$ cat src/rtl/sram_port_ctrl_if.sv
// Request/response bundle for sram_port_ctrl.
//   req_*  : valid/ready request stream (we, addr, wdata) from the initiator
//   rsp_*  : valid/ready read-response stream (data, addr) back to the initiator
// master = upstream datapath/DMA side, slave = the controller.
interface sram_port_ctrl_if #(
  parameter int unsigned DATA_WIDTH = 32,
  parameter int unsigned ADDR_WIDTH = 10
);
  logic                  req_valid;
  logic                  req_ready;
  logic                  req_we;
  logic [ADDR_WIDTH-1:0] req_addr;
  logic [DATA_WIDTH-1:0] req_wdata;
  logic                  rsp_valid;
  logic                  rsp_ready;
  logic [DATA_WIDTH-1:0] rsp_data;
  logic [ADDR_WIDTH-1:0] rsp_addr;

  modport master (
    output req_valid, req_we, req_addr, req_wdata, rsp_ready,
    input  req_ready, rsp_valid, rsp_data, rsp_addr
  );

  modport slave (
    input  req_valid, req_we, req_addr, req_wdata, rsp_ready,
    output req_ready, rsp_valid, rsp_data, rsp_addr
  );
endinterface

$ cat src/rtl/sram_port_ctrl.sv
// Single-port SRAM initiator for the 32x1024 OpenRAM macro.
// Ports:
//   clk0, rstb0        : clock shared with the macro, synchronous active-low reset
//   bus (slave)        : request stream in, read-response stream out
//   init_done          : array clear finished (or skipped)
//   csb0/web0/addr0/din0 : registered macro command outputs
//   dout0              : macro read data, sampled two edges after the read is issued
module sram_port_ctrl #(
  parameter int unsigned           DATA_WIDTH = 32,
  parameter int unsigned           ADDR_WIDTH = 10,
  parameter int unsigned           RSP_DEPTH  = 4,
  parameter bit                    CLEAR_EN   = 1'b1,
  parameter logic [DATA_WIDTH-1:0] INIT_VALUE = '0
) (
  input  logic                  clk0,
  input  logic                  rstb0,
  sram_port_ctrl_if.slave       bus,
  output logic                  init_done,
  output logic                  csb0,
  output logic                  web0,
  output logic [ADDR_WIDTH-1:0] addr0,
  output logic [DATA_WIDTH-1:0] din0,
  input  logic [DATA_WIDTH-1:0] dout0
);

  localparam int unsigned PW  = $clog2(RSP_DEPTH);
  localparam int unsigned CNW = $clog2(RSP_DEPTH + 1);
  localparam int unsigned UW  = $clog2(RSP_DEPTH + 3);

  typedef enum logic [1:0] {S_RESET, S_CLEAR, S_RUN} state_t;

  state_t                state, state_nxt;
  logic [ADDR_WIDTH-1:0] clr_cnt;
  logic                  clr_last;
  logic                  accept, rd_accept;

  // Read pipeline: stage 1 = command on macro pins, stage 2 = macro capturing.
  logic                  rd_v1, rd_v2;
  logic [ADDR_WIDTH-1:0] rd_a1, rd_a2;

  logic [DATA_WIDTH-1:0] fifo_data [RSP_DEPTH];
  logic [ADDR_WIDTH-1:0] fifo_addr [RSP_DEPTH];
  logic [PW-1:0]         wr_ptr, rd_ptr;
  logic [CNW-1:0]        count;
  logic [UW-1:0]         used;
  logic                  push, pop;

  // ---------------- FSM ----------------
  always_ff @(posedge clk0) begin
    if (!rstb0) state <= S_RESET;
    else        state <= state_nxt;
  end

  always_comb begin
    state_nxt = state;
    clr_last  = (clr_cnt == '1);
    unique case (state)
      S_RESET: state_nxt = CLEAR_EN ? S_CLEAR : S_RUN;
      S_CLEAR: if (clr_last) state_nxt = S_RUN;
      S_RUN:   state_nxt = S_RUN;
      default: state_nxt = S_RESET;
    endcase
  end

  assign init_done = (state == S_RUN);

  // Credits cover reads still in the pipeline so a full FIFO can never overflow.
  always_comb begin
    used          = UW'(rd_v1) + UW'(rd_v2) + UW'(count);
    bus.req_ready = (state == S_RUN) && (used < UW'(RSP_DEPTH));
    accept        = bus.req_valid && bus.req_ready;
    rd_accept     = accept && !bus.req_we;
    push          = rd_v2;
    pop           = bus.rsp_valid && bus.rsp_ready;
  end

  // ---------------- macro command ----------------
  always_ff @(posedge clk0) begin
    if (!rstb0) begin
      csb0    <= 1'b1;
      web0    <= 1'b1;
      addr0   <= '0;
      din0    <= '0;
      clr_cnt <= '0;
    end else if (state == S_CLEAR) begin
      csb0    <= 1'b0;
      web0    <= 1'b0;
      addr0   <= clr_cnt;
      din0    <= INIT_VALUE;
      clr_cnt <= clr_cnt + ADDR_WIDTH'(1);
    end else if (accept) begin
      csb0  <= 1'b0;
      web0  <= !bus.req_we;
      addr0 <= bus.req_addr;
      din0  <= bus.req_wdata;
    end else begin
      csb0 <= 1'b1;
      web0 <= 1'b1;
    end
  end

  always_ff @(posedge clk0) begin
    if (!rstb0) begin
      rd_v1 <= 1'b0;
      rd_v2 <= 1'b0;
      rd_a1 <= '0;
      rd_a2 <= '0;
    end else begin
      rd_v1 <= rd_accept;
      rd_a1 <= bus.req_addr;
      rd_v2 <= rd_v1;
      rd_a2 <= rd_a1;
    end
  end

  // ---------------- response FIFO ----------------
  always_ff @(posedge clk0) begin
    if (!rstb0) begin
      wr_ptr <= '0;
      rd_ptr <= '0;
      count  <= '0;
      for (int unsigned i = 0; i < RSP_DEPTH; i++) begin
        fifo_data[i] <= '0;
        fifo_addr[i] <= '0;
      end
    end else begin
      if (push) begin
        fifo_data[wr_ptr] <= dout0;
        fifo_addr[wr_ptr] <= rd_a2;
        wr_ptr <= (wr_ptr == PW'(RSP_DEPTH - 1)) ? '0 : wr_ptr + PW'(1);
      end
      if (pop) begin
        rd_ptr <= (rd_ptr == PW'(RSP_DEPTH - 1)) ? '0 : rd_ptr + PW'(1);
      end
      unique case ({push, pop})
        2'b10:   count <= count + CNW'(1);
        2'b01:   count <= count - CNW'(1);
        default: count <= count;
      endcase
    end
  end

  always_comb begin
    bus.rsp_valid = (count != '0);
    bus.rsp_data  = fifo_data[rd_ptr];
    bus.rsp_addr  = fifo_addr[rd_ptr];
  end

endmodule
$ cat src/flat_wrapper.sv
// flat-port wrapper written by rule: the top's interface ports become plain ports
module sram_port_ctrl_flat 
#(
  parameter int unsigned           DATA_WIDTH = 32,
  parameter int unsigned           ADDR_WIDTH = 10,
  parameter int unsigned           RSP_DEPTH  = 4,
  parameter bit                    CLEAR_EN   = 1'b1,
  parameter logic [DATA_WIDTH-1:0] INIT_VALUE = '0
)
  (clk0, rstb0, init_done, csb0, web0, addr0, din0, dout0, bus_req_valid, bus_req_we, bus_req_addr, bus_req_wdata, bus_rsp_ready, bus_req_ready, bus_rsp_valid, bus_rsp_data, bus_rsp_addr);
  sram_port_ctrl_if #(.DATA_WIDTH(DATA_WIDTH), .ADDR_WIDTH(ADDR_WIDTH)) bus_i ();
  input  logic clk0;
  input  logic rstb0;
  output logic init_done;
  output logic csb0;
  output logic web0;
  output logic [ADDR_WIDTH-1:0] addr0;
  output logic [DATA_WIDTH-1:0] din0;
  input  logic [DATA_WIDTH-1:0] dout0;
  input wire logic [$bits(bus_i.req_valid)-1:0] bus_req_valid;
  input wire logic [$bits(bus_i.req_we)-1:0] bus_req_we;
  input wire logic [$bits(bus_i.req_addr)-1:0] bus_req_addr;
  input wire logic [$bits(bus_i.req_wdata)-1:0] bus_req_wdata;
  input wire logic [$bits(bus_i.rsp_ready)-1:0] bus_rsp_ready;
  output wire logic [$bits(bus_i.req_ready)-1:0] bus_req_ready;
  output wire logic [$bits(bus_i.rsp_valid)-1:0] bus_rsp_valid;
  output wire logic [$bits(bus_i.rsp_data)-1:0] bus_rsp_data;
  output wire logic [$bits(bus_i.rsp_addr)-1:0] bus_rsp_addr;
  assign bus_i.req_valid = bus_req_valid;
  assign bus_i.req_we = bus_req_we;
  assign bus_i.req_addr = bus_req_addr;
  assign bus_i.req_wdata = bus_req_wdata;
  assign bus_i.rsp_ready = bus_rsp_ready;
  assign bus_req_ready = bus_i.req_ready;
  assign bus_rsp_valid = bus_i.rsp_valid;
  assign bus_rsp_data = bus_i.rsp_data;
  assign bus_rsp_addr = bus_i.rsp_addr;
  sram_port_ctrl #(.DATA_WIDTH(DATA_WIDTH), .ADDR_WIDTH(ADDR_WIDTH), .RSP_DEPTH(RSP_DEPTH), .CLEAR_EN(CLEAR_EN), .INIT_VALUE(INIT_VALUE)) u_core (.clk0(clk0), .rstb0(rstb0), .bus(bus_i), .init_done(init_done), .csb0(csb0), .web0(web0), .addr0(addr0), .din0(din0), .dout0(dout0));
endmodule
$ cat config.mk
export PLATFORM = sky130hd
export DESIGN_NAME = sram_port_ctrl_flat
export DESIGN_NICKNAME = d
export VERILOG_FILES = /design/src/rtl/sram_port_ctrl_if.sv /design/src/rtl/sram_port_ctrl.sv /design/src/flat_wrapper.sv
export SDC_FILE = /design/constraint.sdc
export NUM_CORES = 1
export LEC_CHECK = 0
export ABC_AREA = 1
export CAP_MARGIN = 10
export CORE_UTILIZATION = 55
export DETAILED_ROUTE_END_ITERATION = 7
export PLACE_DENSITY = 0.88
export SYNTH_ARGS = -nofsm -noshare
export SYNTH_HDL_FRONTEND = slang
export SYNTH_SLANG_ARGS = --single-unit
$ cat constraint.sdc
create_clock -name clk0 -period 13.2 [get_ports clk0]
set_clock_uncertainty 0.2 [all_clocks]
set_input_delay 2.64 -clock clk0 [delete_from_list [all_inputs] [get_ports clk0]]
set_output_delay 2.64 -clock clk0 [all_outputs]
set_load 0.02 [all_outputs]
==> key figures <==
Status
  • Status: finished, final reports clean

STA
  • Max-slew headroom: between 15 and 20%
  • RSZ-0062 raised after global routing: no
  • Setup tns final: 0 ns
  • Fin crit period: 6.206 ns
  • Fmax: 161.1 MHz
  • Final setup vio count: 0
  • Count of pins over their slew limit: 0
  • Final Hold Fails: 0
  • Period utilisation layout: ~47%
  • Worst Tran Pin Value: 1.208 ns

Critical path
  • Startpoint types: flop
  • Cell Chain, Critical Path: buf_4, inv_2, buf_4, o21ai_0, o22ai_1, clkdlybuf4s50_1
  • Most used cell, CP: buf_4
  • Bufs and invs on worst path: 4
  • Critical Path AT: 3.37 ns
  • CP max FO: 85
  • Reg2Reg Launch Point: u_core.push$_SDFF_PN0_
  • WP depth: 6
  • Flop2flop setup slack: 9.38 ns
  • CP top delay family: buffers and inverters
  • Slowest cell delay on critical path: 0.67 ns
  • CP required: 10.36 ns
  • Slowest-stage cell, CP: clkdlybuf4s50_1
  • Crit path capture type: primary output
  • Worst r2r path cells: 4
  • R2R Path End: u_core.fifo_data[2][16]$_SDFFCE_PN0P_
  • Setup CP Type: flop to primary output

Clocking
  • Quantity of gates resized following cts: 0
  • CTS tree: built
  • Max Root-Sink Buffers: 3
  • H-tree levels: 1
  • Setup bufs post-CTS: 0
  • CTS root buffer: clkbuf_16
  • Clock Sinks: ~260
  • Worst skew pair latency: roughly 0.5 ns
  • Cts hold-fix bufs: 0
  • Num CTS Buffers: 26
  • Clk pin slew, worst setup/hold paths: around 0.060 ns

Pwr
  • LEAKAGE: 5.447 nW
  • Worst VDD drop: approximately 0.17 mV
  • Design Power: 0.002322 W
  • Pwr Density: 177.2 mW/mm2

Cells and area
  • Layout area overhead: 24.10%
  • ANT cells: 0
  • Register Area: 0.006788 mm2
  • Area of the multi-input gates: 0.002985 mm2
  • Ratio of cells with drive above 1 in the final layout: 4.474%
  • Utilization after layout: 69.80%
  • Fillers: 1302
  • Final #Nets: approximately 1300

Route
  • Wire per inst: 15.56 um
  • DRT antenna net count: 0
  • DRT Pass-1 Iters: 5
  • 1st-iter DRT viols: 605
  • Vias/cell: 5.376
  • Drt total wl: roughly 23000 um
  • DRC errors left: 0
  • Vias: a little over 8000

Floorplan
  • Initial Util: a little under three fifths
  • Row count: 50
  • DIE WIDTH: 140.5 um
  • Die ar.: 0.01975 mm2
  • Die Ht: 140.5 um
  • Io pins: 168
  • Core Region: 0.01877 mm2

Worst hold path
  • Worst hold endpoint: u_core.rd_a2[3]$_SDFF_PN0_
  • Hold Path Stages: 2
  • Hold/Removal Path Class: flop to flop
  • Worst hold path startpoint: u_core.rd_a1[3]$_SDFF_PN0_

Logic synthesis
  • Mapped Cells: 1121
  • Largest area contributor in the synthesized netlist: edfxtp_1
  • Syn_nets: between 1000 and 1500
  • FF+latch count, synth: approximately 260
  • Post-Syn Area per Cell: 9.417 um2
  • Area share of the largest cell type after synthesis: 47.79%
  • Ranking of synthesized cells by area: edfxtp_1 (48%), dfxtp_1 (16%), nor2_1 (12%)
  • Yosys warnings: 0
  • Post-Syn Area: approximately 0.011 mm2
  • Sequential element share of the synthesized area: 64.29%
  • Unique masters post-synth: 27

Flow run
  • Max Cap Violations: 0

Placement
  • RePlAce Congestion: 0.8084
  • Final HPWL DP: 14390 um
  • Port Buffers: about 170

GRT
  • Initial antenna violation count: 0
  • Pin count of the biggest net entering global routing: 86
  • Total grt overflow: 0
  • Vias in the first global route: 8049
  • Gr usage total: approximately a quarter
  • First-pass GRT wire length: 38290 um
-- kinds of logic after synthesis --
group	Yosys count	share of synthesized area, %
fa+ha+maj	10	1.256
simple gates	487	17.91
compound gates	176	8.925
flops	255	64.29
buf+inv	193	7.621
-- power by group --
| part | leakage [nW] | internal (W) | switching, W |
|---|---|---|---|
| clock network | 0.397 | 0.000419 | 0.000283 |
| logic | 2.61 | 0.000270 | 0.000410 |
| registers | 2.44 | 0.000912 | 0.0000277 |
| total | 5.45 | 0.00160 | 0.000721 |
-- cell type report --
type	count	share of cell area, %
Multi-Input combinational cell	673	22.79
Tap cell	234	2.235
Sequential cell	255	51.81
Inverter	129	3.696
Timing Repair Buffer	175	13.25
Clock buffer	38	5.864
Clock inverter	4	0.3534
-- stage by stage --
stage | cells | setup WS, ns | hold slack, ns | cell area [um2]
floorplan | 1121 | 6.400 | 0.1905 | 10560
global placement | 1465 | 6.841 | 0.1917 | 12270
detailed placement | 1465 | 6.671 | 0.2002 | 12270
CTS | 1507 | 7.005 | 0.2144 | 13090
global route | 1508 | 6.796 | 0.2260 | 13100
finish | 1508 | 6.994 | 0.2110 | 13100
-- synth_stat cells (all sizes together) --
library cell and instances:
a21oi 21, and3 1, buf 37, clkbuf 27, dfxtp 87, edfxtp 168
fa 1, ha 9, inv 129, nand2 130, nand3 17, nand4 1
nor2 332, nor3 5, nor3b 1, o211a 1, o211ai 1, o21ai 110
o22ai 43
-- worst reg2reg max path: stages (launching register included) --
cell and delay (ns):
dfxtp_1 0.42, nand2_2 0.57, nor2_1 0.49, nand2_2 0.63, nand2_2 1.12
-- worst max-delay path by stage --
stage / endpoint / slack (ns)
2_1_floorplan: u_core.fifo_addr[3][0]$_DFFE_PP_ / 6.40
3_3_place_gp: u_core.fifo_data[0][13]$_SDFFCE_PN0P_ / 6.84
3_5_place_dp: u_core.fifo_data[2][13]$_SDFFCE_PN0P_ / 6.67
4_1_cts: bus_rsp_addr[9] / 7.01
5_1_grt: bus_rsp_data[11] / 6.80
6_report: bus_rsp_addr[0] / 6.99
-- registers in the layout, summed over array words and instances (netlist names), named ones only --
register          cells
u_core.push           1
u_core.rd_a1         10
u_core.fifo_data    128
u_core.rd_a2         10
u_core.rd_ptr         2
u_core.din0          32
u_core.count          3
u_core.wr_ptr         2
u_core.rd_v1          1
u_core.addr0         10
u_core.fifo_addr     40
u_core.csb0           1
u_core.clr_cnt       10
u_core.web0           1
u_core.state          2
-- layer usage --
layer | GRT usage, % | vias to the layer above | share of wire, %
met2 | 42.18 | 391 | 49
met3 | 6.188 | 37 | 10
met4 | 7.265 | 0 | 1.9
met1 | 29.75 | 3781 | 39
met5 | 0 | - | 0
li1 | - | 3898 | -
-- placed cells by master, fill, tap and decap left out, drive strengths merged, types with 9 or more instances in the layout --
master and instances:
nor2 332, edfxtp 168, clkdlybuf4s50 167, inv 130, nand2 130, o21ai 110
dfxtp 87, o22ai 43, clkbuf 38, a21oi 21, nand3 17, ha 9
(Power assumes the default switching activity.)
